===== config.mk =====
export PLATFORM = sky130hd
export DESIGN_NAME = cam_frame_writer
export DESIGN_NICKNAME = d
export VERILOG_FILES = /design/src/rtl/cam_frame_writer.sv
export SDC_FILE = /design/constraint.sdc
export NUM_CORES = 1
export LEC_CHECK = 0
export CORE_MARGIN = 5
export CORE_UTILIZATION = 35
export DETAILED_ROUTE_END_ITERATION = 10
export GPL_TIMING_DRIVEN = 0
export HOLD_SLACK_MARGIN = 0.05
export SLEW_MARGIN = 40
export SYNTH_ARGS = -nofsm -noshare
export SYNTH_HDL_FRONTEND = slang
export SYNTH_SLANG_ARGS = --single-unit

===== constraint.sdc =====
create_clock -name clk -period 7.2 [get_ports clk]
set_input_delay 0.72 -clock clk [delete_from_list [all_inputs] [get_ports clk]]
set_output_delay 0.72 -clock clk [all_outputs]
set_load 0.02 [all_outputs]

===== src/rtl/cam_frame_writer.sv =====
// Camera-to-frame-RAM writer: packs RGB444 byte pairs into 12-bit pixels and writes them linearly.
// Latency: one clk from the second byte of a pixel to its WriteEn strobe; SyncVsync on the frame-start cycle.
// Backpressure: none; the RAM port must accept every WriteEn, and bytes outside the frame window are dropped.
module cam_frame_writer #(
  parameter int H_PIXELS  = 320,
  parameter int V_LINES   = 480,
  parameter int SYNC_ONCE = 1
) (
  input  logic        clk,
  input  logic        rstn,
  input  logic        enable,
  input  logic        cam_pclk_en,
  input  logic        cam_vsync,
  input  logic        cam_href,
  input  logic [7:0]  cam_data,
  output logic [18:0] WriteAdd,
  output logic [11:0] WriteData,
  output logic        WriteEn,
  output logic        SyncVsync,
  output logic        frame_done,
  output logic        busy
);

  typedef enum logic {WAIT_VS = 1'b0, CAPTURE = 1'b1} state_t;

  localparam logic [9:0]  H_W       = 10'(H_PIXELS);
  localparam logic [9:0]  V_W       = 10'(V_LINES);
  localparam logic [18:0] LAST_ADDR = 19'(H_PIXELS * V_LINES - 1);

  state_t      state_q;
  logic        vs_q, hr_q;
  logic        phase_q, phase_d;
  logic [3:0]  r_q, r_d;
  logic [9:0]  pix_q, pix_d, pix_inc;
  logic [9:0]  line_q, line_d;
  logic [18:0] naddr_q, naddr_d;   // address the next stored pixel will use
  logic        sync_sent_q;
  logic        done_q;             // frame_done already issued for this frame
  logic [18:0] wadd_q;
  logic [11:0] wdat_q;
  logic        wen_q, sync_q, fdone_q, busy_q;

  logic        vs_fall, vs_rise, line_end;
  logic        accept, pix_formed, store, last_wr;
  logic [11:0] pixel;

  assign vs_fall    = vs_q & ~cam_vsync;
  assign vs_rise    = ~vs_q & cam_vsync;
  assign line_end   = (state_q == CAPTURE) & hr_q & ~cam_href & ~vs_rise;
  assign accept     = (state_q == CAPTURE) & cam_pclk_en & cam_href & ~vs_rise;
  assign pix_formed = accept & phase_q;
  assign store      = pix_formed & (pix_q < H_W) & (line_q < V_W);
  assign pixel      = {cam_data[3:0], cam_data[7:4], r_q};
  assign last_wr    = wen_q & (wadd_q == LAST_ADDR);

  // Byte packing and position counters: byte effects first, then any line end on top.
  always_comb begin
    phase_d = phase_q;
    r_d     = r_q;
    pix_inc = pix_q;
    line_d  = line_q;
    naddr_d = naddr_q;
    if (accept) begin
      phase_d = ~phase_q;
      if (!phase_q) r_d = cam_data[3:0];
    end
    if (pix_formed && (pix_q < H_W)) pix_inc = pix_q + 10'd1;
    if (store) naddr_d = naddr_q + 19'd1;
    pix_d = pix_inc;
    if (line_end) begin
      phase_d = 1'b0;
      pix_d   = 10'd0;
      if (line_q < V_W) begin
        line_d  = line_q + 10'd1;
        // Short lines leave a gap in RAM so the next line starts on its row boundary.
        naddr_d = naddr_d + 19'(H_W - pix_inc);
      end
    end
  end

  // Capture FSM with registered outputs and the RAM write port.
  always_ff @(posedge clk or negedge rstn) begin
    if (!rstn) begin
      state_q     <= WAIT_VS;
      vs_q        <= 1'b0;
      hr_q        <= 1'b0;
      phase_q     <= 1'b0;
      r_q         <= 4'd0;
      pix_q       <= 10'd0;
      line_q      <= 10'd0;
      naddr_q     <= 19'd0;
      sync_sent_q <= 1'b0;
      done_q      <= 1'b0;
      wadd_q      <= 19'd0;
      wdat_q      <= 12'd0;
      wen_q       <= 1'b0;
      sync_q      <= 1'b0;
      fdone_q     <= 1'b0;
      busy_q      <= 1'b0;
    end else begin
      vs_q    <= cam_vsync;
      hr_q    <= cam_href;
      wen_q   <= store;
      sync_q  <= 1'b0;
      fdone_q <= 1'b0;
      if (store) begin
        wdat_q <= pixel;
        wadd_q <= naddr_q;
      end
      if (!enable) sync_sent_q <= 1'b0;
      // The final write of a full frame may still land after the state has returned to WAIT_VS.
      if (last_wr) begin
        fdone_q <= 1'b1;
        done_q  <= 1'b1;
      end
      case (state_q)
        WAIT_VS: begin
          if (vs_fall && enable) begin
            state_q <= CAPTURE;
            busy_q  <= 1'b1;
            naddr_q <= 19'd0;
            wadd_q  <= 19'd0;
            line_q  <= 10'd0;
            pix_q   <= 10'd0;
            phase_q <= 1'b0;
            done_q  <= 1'b0;
            if ((SYNC_ONCE == 0) || !sync_sent_q) begin
              sync_q      <= 1'b1;
              sync_sent_q <= 1'b1;
            end
          end
        end
        default: begin
          phase_q <= phase_d;
          r_q     <= r_d;
          pix_q   <= pix_d;
          line_q  <= line_d;
          naddr_q <= naddr_d;
          if (vs_rise) begin
            state_q <= WAIT_VS;
            busy_q  <= 1'b0;
            phase_q <= 1'b0;
            done_q  <= 1'b1;
            if (!done_q && !last_wr) fdone_q <= 1'b1;
          end
        end
      endcase
    end
  end

  assign WriteAdd   = wadd_q;
  assign WriteData  = wdat_q;
  assign WriteEn    = wen_q;
  assign SyncVsync  = sync_q;
  assign frame_done = fdone_q;
  assign busy       = busy_q;

endmodule

Word level (Yosys, flattened, before mapping)
Index checks and enable logic that the tools add are counted.

cells by class
  $add $sub $neg = 5
  $mul = 0
  div/mod/pow operators = 0
  order comparisons = 2
  equal/unequal tests = 5
  shift operators = 0
  muxes and demuxes = 41
  bitwise operators = 17
  reduce and logical (&&, ||, !) cells = 10

operator list
  operator                 number
  $mux W19                 8
  $mux W10                 7
  $mux W1                  26
  $add A10 B1 Y10 const B  2
  $lt A10 B9 Y1 const B    2
  $add A19 B1 Y19 const B  1
  $add A19 B19 Y19         1
  $eq A19 B18 Y1 const B   1
  $and A1 B1 Y1            12
  $sub A9 B10 Y11 const A  1
  $ne A2 B1 Y1 const B     3
  $reduce_and A3 Y1        2
  $not A1 Y1               5
  $ne A4 B1 Y1 const B     1
  $reduce_and A2 Y1        2
  $logic_and A1 B1 Y1      3
  $logic_not A1 Y1         2
  $reduce_bool A2 Y1       1

word-level totals
  flip-flop bits (word level) = 84
  latch bits = 0
  memory bits (writable) = 0
  bits in read-only memories = 0
  input port bits = 14
  logic and storage cells = 96
  memories kept = 0

Longest topological paths before layout
  depth in word-level cells = 12
  mapped depth = 18

Worst setup path after synthesis
No wires, ideal clock.

  path kind = input to register
  from = input port cam_href
  to = register naddr_q[18]
  data arrival time = 4.193 ns
  data required time = 7.075 ns
  setup slack = 2.883 ns
  stages = 17
  path through = and4b_1 > and4_4 > buf_12 > mux2i_1 > ha_1 > mux2_2 > a21oi_1 > xor2_1 > ha_1 > a21oi_1 > o221ai_1 > a21oi_1 > o21ai_0 > a211oi_1 > nor2_1 > xnor2_1 > mux2_2

on the way
  word-level cells in the longest chain between the ends = 10
  elaborated cells on any way between the ends = 16

RTL lines
  element                                               RTL line  RTL
  from (decl)                                           14        input logic cam_href,
  $and A1 B1 Y1 (2 in a row)                            50        assign accept = (state_q == CAPTURE) & cam_pclk_en & cam_href & ~vs_rise;
  $and A1 B1 Y1                                         51        assign pix_formed = accept & phase_q;
  $logic_and A1 B1 Y1 or $and A1 B1 Y1 (tied branches)  67, 52
  $mux W10 or $and A1 B1 Y1 (tied branches)             67, 52
  $sub A9 B10 Y11 or $mux W19 (tied branches)           76, 68
  $add A19 B19 Y19                                      76        naddr_d = naddr_d + 19'(H_W - pix_inc);
  $mux W19                                              73        if (line_q < V_W) begin
  $mux W19 (*)                                          70        if (line_end) begin
  $mux W19 (*)                                          116       case (state_q)
  to (signal assigned)                                  138       naddr_q <= naddr_d;
  to (decl)                                             36        logic [18:0] naddr_q, naddr_d;

Mark *: on every way between the ends. The rest lies on a longest branch, timed or not.
A chain may end at the register's enable or synchronous reset.

Final worst setup path
Same ends and word-level chain as after synthesis.

==> results.sh <==
export IMPL_status="finished clean"
export IMPL_yosysTopAreaCellShare_pct=39.10
export IMPL_async_flop_share_pct=100.0
export IMPL_synth_flop_cell="dfrtp_1"
export IMPL_internal_power_mw=0.9382
export IMPL_area_delta_synth_final_pct=18.76
export IMPL_syn_area_sq_um=5376
export IMPL_grt_first_pass_wirelength_um=23500
export IMPL_chipWidth_um=133.9
export IMPL_drive_gt1_share_pct=8.346
export IMPL_clk_latency_ps=340
export IMPL_synth_edff_count=0
export IMPL_hold_ws_ps=268.5
export IMPL_io_pins=49
export IMPL_via_count=4638
export IMPL_dieHeight_um=133.9
export IMPL_io_buffers=48
export IMPL_rsz0062_at_grt="no"
export IMPL_core_sq_um=15150
export IMPL_multi_input_area_sq_um=3095
export IMPL_ctsResizeCount=0
export IMPL_combPwrFrac_pct=27.6
export IMPL_cts_post_setup_buffers_inserted=0
export IMPL_slew_headroom_pct=45.57
export IMPL_grt_max_degree=51
export IMPL_worstPathRequired_ps=7430
export IMPL_cts_tree="done"
export IMPL_cts_path_max_buffers=2
export IMPL_avgViaCountPerCell=5.399
export IMPL_dp_cells=844
export IMPL_postRouteWirelength_um=14470
export IMPL_drt_initial_drc_count=355
export IMPL_hold_path_class="in2async"
export IMPL_clkSlewWorstSetupHoldPaths_ps=60
export IMPL_ant_nets=0
export IMPL_cap_violations=0
export IMPL_fmax_mhz=186.9
export IMPL_arrival_ps=5580
export IMPL_path_class="in2reg"
export IMPL_h_tree_depth=3
export IMPL_grt_usage_pct=16.45
export IMPL_synth_top_cells_by_count="nand2_1 (119), dfrtp_1 (84), a21oi_1 (50)"
export IMPL_fin_cells=859
export IMPL_min_period_ps=5352
export IMPL_setup_viol=0
export IMPL_p_per_area_nw_per_um2=220.6
export IMPL_power_share_clock_pct=30.1
export IMPL_fp_row_count=45
export IMPL_numCtsBuffers=9
export IMPL_synthCells=607
export IMPL_nets=704
export IMPL_initial_core_util_pct=35.50
export IMPL_worst_pin_slew_ps=813.4
export IMPL_seq_area_sq_um=2102
export IMPL_fin_skew_ps=8.962
export IMPL_fill_cells=1477
export IMPL_crit_fanout=7
export IMPL_yosysMostFrequentCell="nand2_1"
export IMPL_fin_crit_sh_pct=74.33
export IMPL_power_frac_seq_pct=42.3
export IMPL_grt_overflow=0
export IMPL_cp_startpoint="cam_href"
export IMPL_p_switching_mw=0.4701
export IMPL_final_hold_viol_count=0
export IMPL_yosys_warnings=0
export IMPL_synth_nets=644
export IMPL_drtPass1Iterations=4
export IMPL_wl_per_cell_um=16.85
export IMPL_r2r_start="pix_q[6]$_DFFE_PN0P_"
export IMPL_ys_ff_latch=84
export IMPL_avgSynthCellArea_sq_um=8.857
export IMPL_design_die_area_sq_um=17940
export IMPL_fin_tns_setup_ps=0
export IMPL_clock_sinks=84
export IMPL_gp_congestion=0.8664
export IMPL_critPathCaptureType="flop"
export IMPL_switching_share_pct=33.38
export IMPL_ir_worst_vdd_uv=126.5
export IMPL_synth_area_top_cells="dfrtp_1 (39%), nand2_1 (8.3%), ha_1 (5.1%), a21oi_1 (4.7%), xnor2_1 (3.7%)"
export IMPL_hold_buffers=0
export IMPL_fin_util_pct=42.16
export IMPL_fin_area_sq_um=6385
export IMPL_antenna_found_initial=0
export IMPL_route_detailed_drc=0
export IMPL_placed_cell_area_sq_um=6121
export IMPL_yosysSeqAreaShare_pct=39.10
export IMPL_grt_pass1_vias=4522
export IMPL_dp_hpwl_um=10890
export IMPL_synth_cell_types=77
export IMPL_n_antenna_cell=0
export IMPL_cts_root_buf="clkbuf_16"
export IMPL_start_kind="primary input"
export IMPL_drv_slew=0
export IMPL_synth_area_leader_cell="dfrtp_1"
export IMPL_p_leak_nw=2.752
[worst paths after layout]
path | slack (ps) | cells after the start | to
worst max-delay path | 1850 | 18 | naddr_q[18]$_DFFE_PN0P_
worst min-delay path | 270 | 1 | pix_q[1]$_DFFE_PN0P_
worst max register to register | 2240 | 17 | naddr_q[18]$_DFFE_PN0P_
worst min register to register | 450 | 1 | SyncVsync$_DFF_PN0_
max in group asynchronous | 6380 | 2 | naddr_q[16]$_DFFE_PN0P_
min in group clk | 450 | 1 | SyncVsync$_DFF_PN0_
[cells in the final DEF (no fill, tap or decap), drive strengths merged, types with 3 or more instances in the layout]
| master | instances |
|---|---|
| mux2 | 8 |
| a31oi | 11 |
| nand2b | 4 |
| nand4 | 13 |
| nand2 | 122 |
| xor2 | 21 |
| nor2b | 4 |
| o221ai | 5 |
| buf | 10 |
| o21ai | 44 |
| o211ai | 5 |
| nor2 | 42 |
| o21bai | 3 |
| and3 | 11 |
| clkdlybuf4s50 | 47 |
| ha | 22 |
| clkinv | 3 |
| nand3 | 13 |
| a211oi | 3 |
| nand4b | 3 |
| a21o | 6 |
| inv | 11 |
| and2 | 3 |
| o22ai | 4 |
| and4 | 3 |
| nor3 | 6 |
| o31ai | 3 |
| a21oi | 51 |
| xnor2 | 26 |
| a221o | 3 |
| o21a | 5 |
| nor4 | 5 |
| mux2i | 3 |
| or4 | 3 |
| nand3b | 3 |
| dfrtp | 84 |
| clkbuf | 33 |
[registers in the layout (all words and copies together) (netlist names), 4 cells and up]
| register | flops |
|---|---|
| WriteData | 12 |
| line_q | 10 |
| WriteAdd | 19 |
| pix_q | 10 |
| r_q | 4 |
| naddr_q | 19 |
[metal layers]
metal	GRT usage, %	wire (um)
met1	22.29	6759
met2	26.70	6995
met3	3.301	515
met4	4.857	200
met5	0	0
[kinds of logic (layout without fill, tap and decap cells)]
kind of cell             after synthesis  after routing  share of synthesized area, %
XOR/XNOR                              47             47                         8.075
multiplexers                          11             11                         2.234
adder cells (fa/ha/maj)               23             23                         5.492
buffers and inverters                 41            105                         3.374
flip-flops                            84             84                         39.10
AND/OR/NAND/NOR                      246            246                         23.06
AO/OA/AOI/OAI                        155            155                         18.66
[layout make-up]
| type | count | share of cell area (%) |
|---|---|---|
| Tap cell | 188 | 3.684 |
| Clock buffer | 12 | 3.704 |
| Sequential cell | 84 | 32.92 |
| Inverter | 12 | 0.7055 |
| Multi-Input combinational cell | 482 | 48.48 |
| Buffer | 29 | 2.136 |
| Clock inverter | 3 | 0.3919 |
| Timing Repair Buffer | 49 | 7.976 |
[stage by stage]
| step | power (mW) | worst slack (ps) |
|---|---|---|
| floorplan | 0.8399 | 2883 |
| global placement | 0.9834 | 1553 |
| detailed placement | 0.9945 | 1469 |
| CTS | 1.423 | 1799 |
| global route | 1.489 | 1547 |
| finish | 1.408 | 1848 |
[power by group through the flow]
| stage | sequential [mW] | clock, mW | combinational [mW] |
|---|---|---|---|
| 6_report | 0.596 | 0.423 | 0.389 |
| 5_1_grt | 0.606 | 0.451 | 0.431 |
| 4_1_cts | 0.597 | 0.435 | 0.392 |
| 3_5_place_dp | 0.605 | 0 | 0.390 |
| 3_3_place_gp | 0.603 | 0 | 0.381 |
| 2_1_floorplan | 0.627 | 0 | 0.213 |
[worst max-delay path: stages]
cell and delay, ps:
clkdlybuf4s50_1 530, and4b_1 270, nand4_1 420, xnor2_1 460, inv_1 80, ha_1 260, mux2_2 290, a21oi_1 170
xor2_1 190, ha_1 310, a21oi_1 210, o221ai_1 150, a21oi_1 320, o21ai_0 280, a211oi_1 290, nor2_1 110
xnor2_1 160, mux2_2 350
Note: power is estimated with default switching activity, not from simulation.
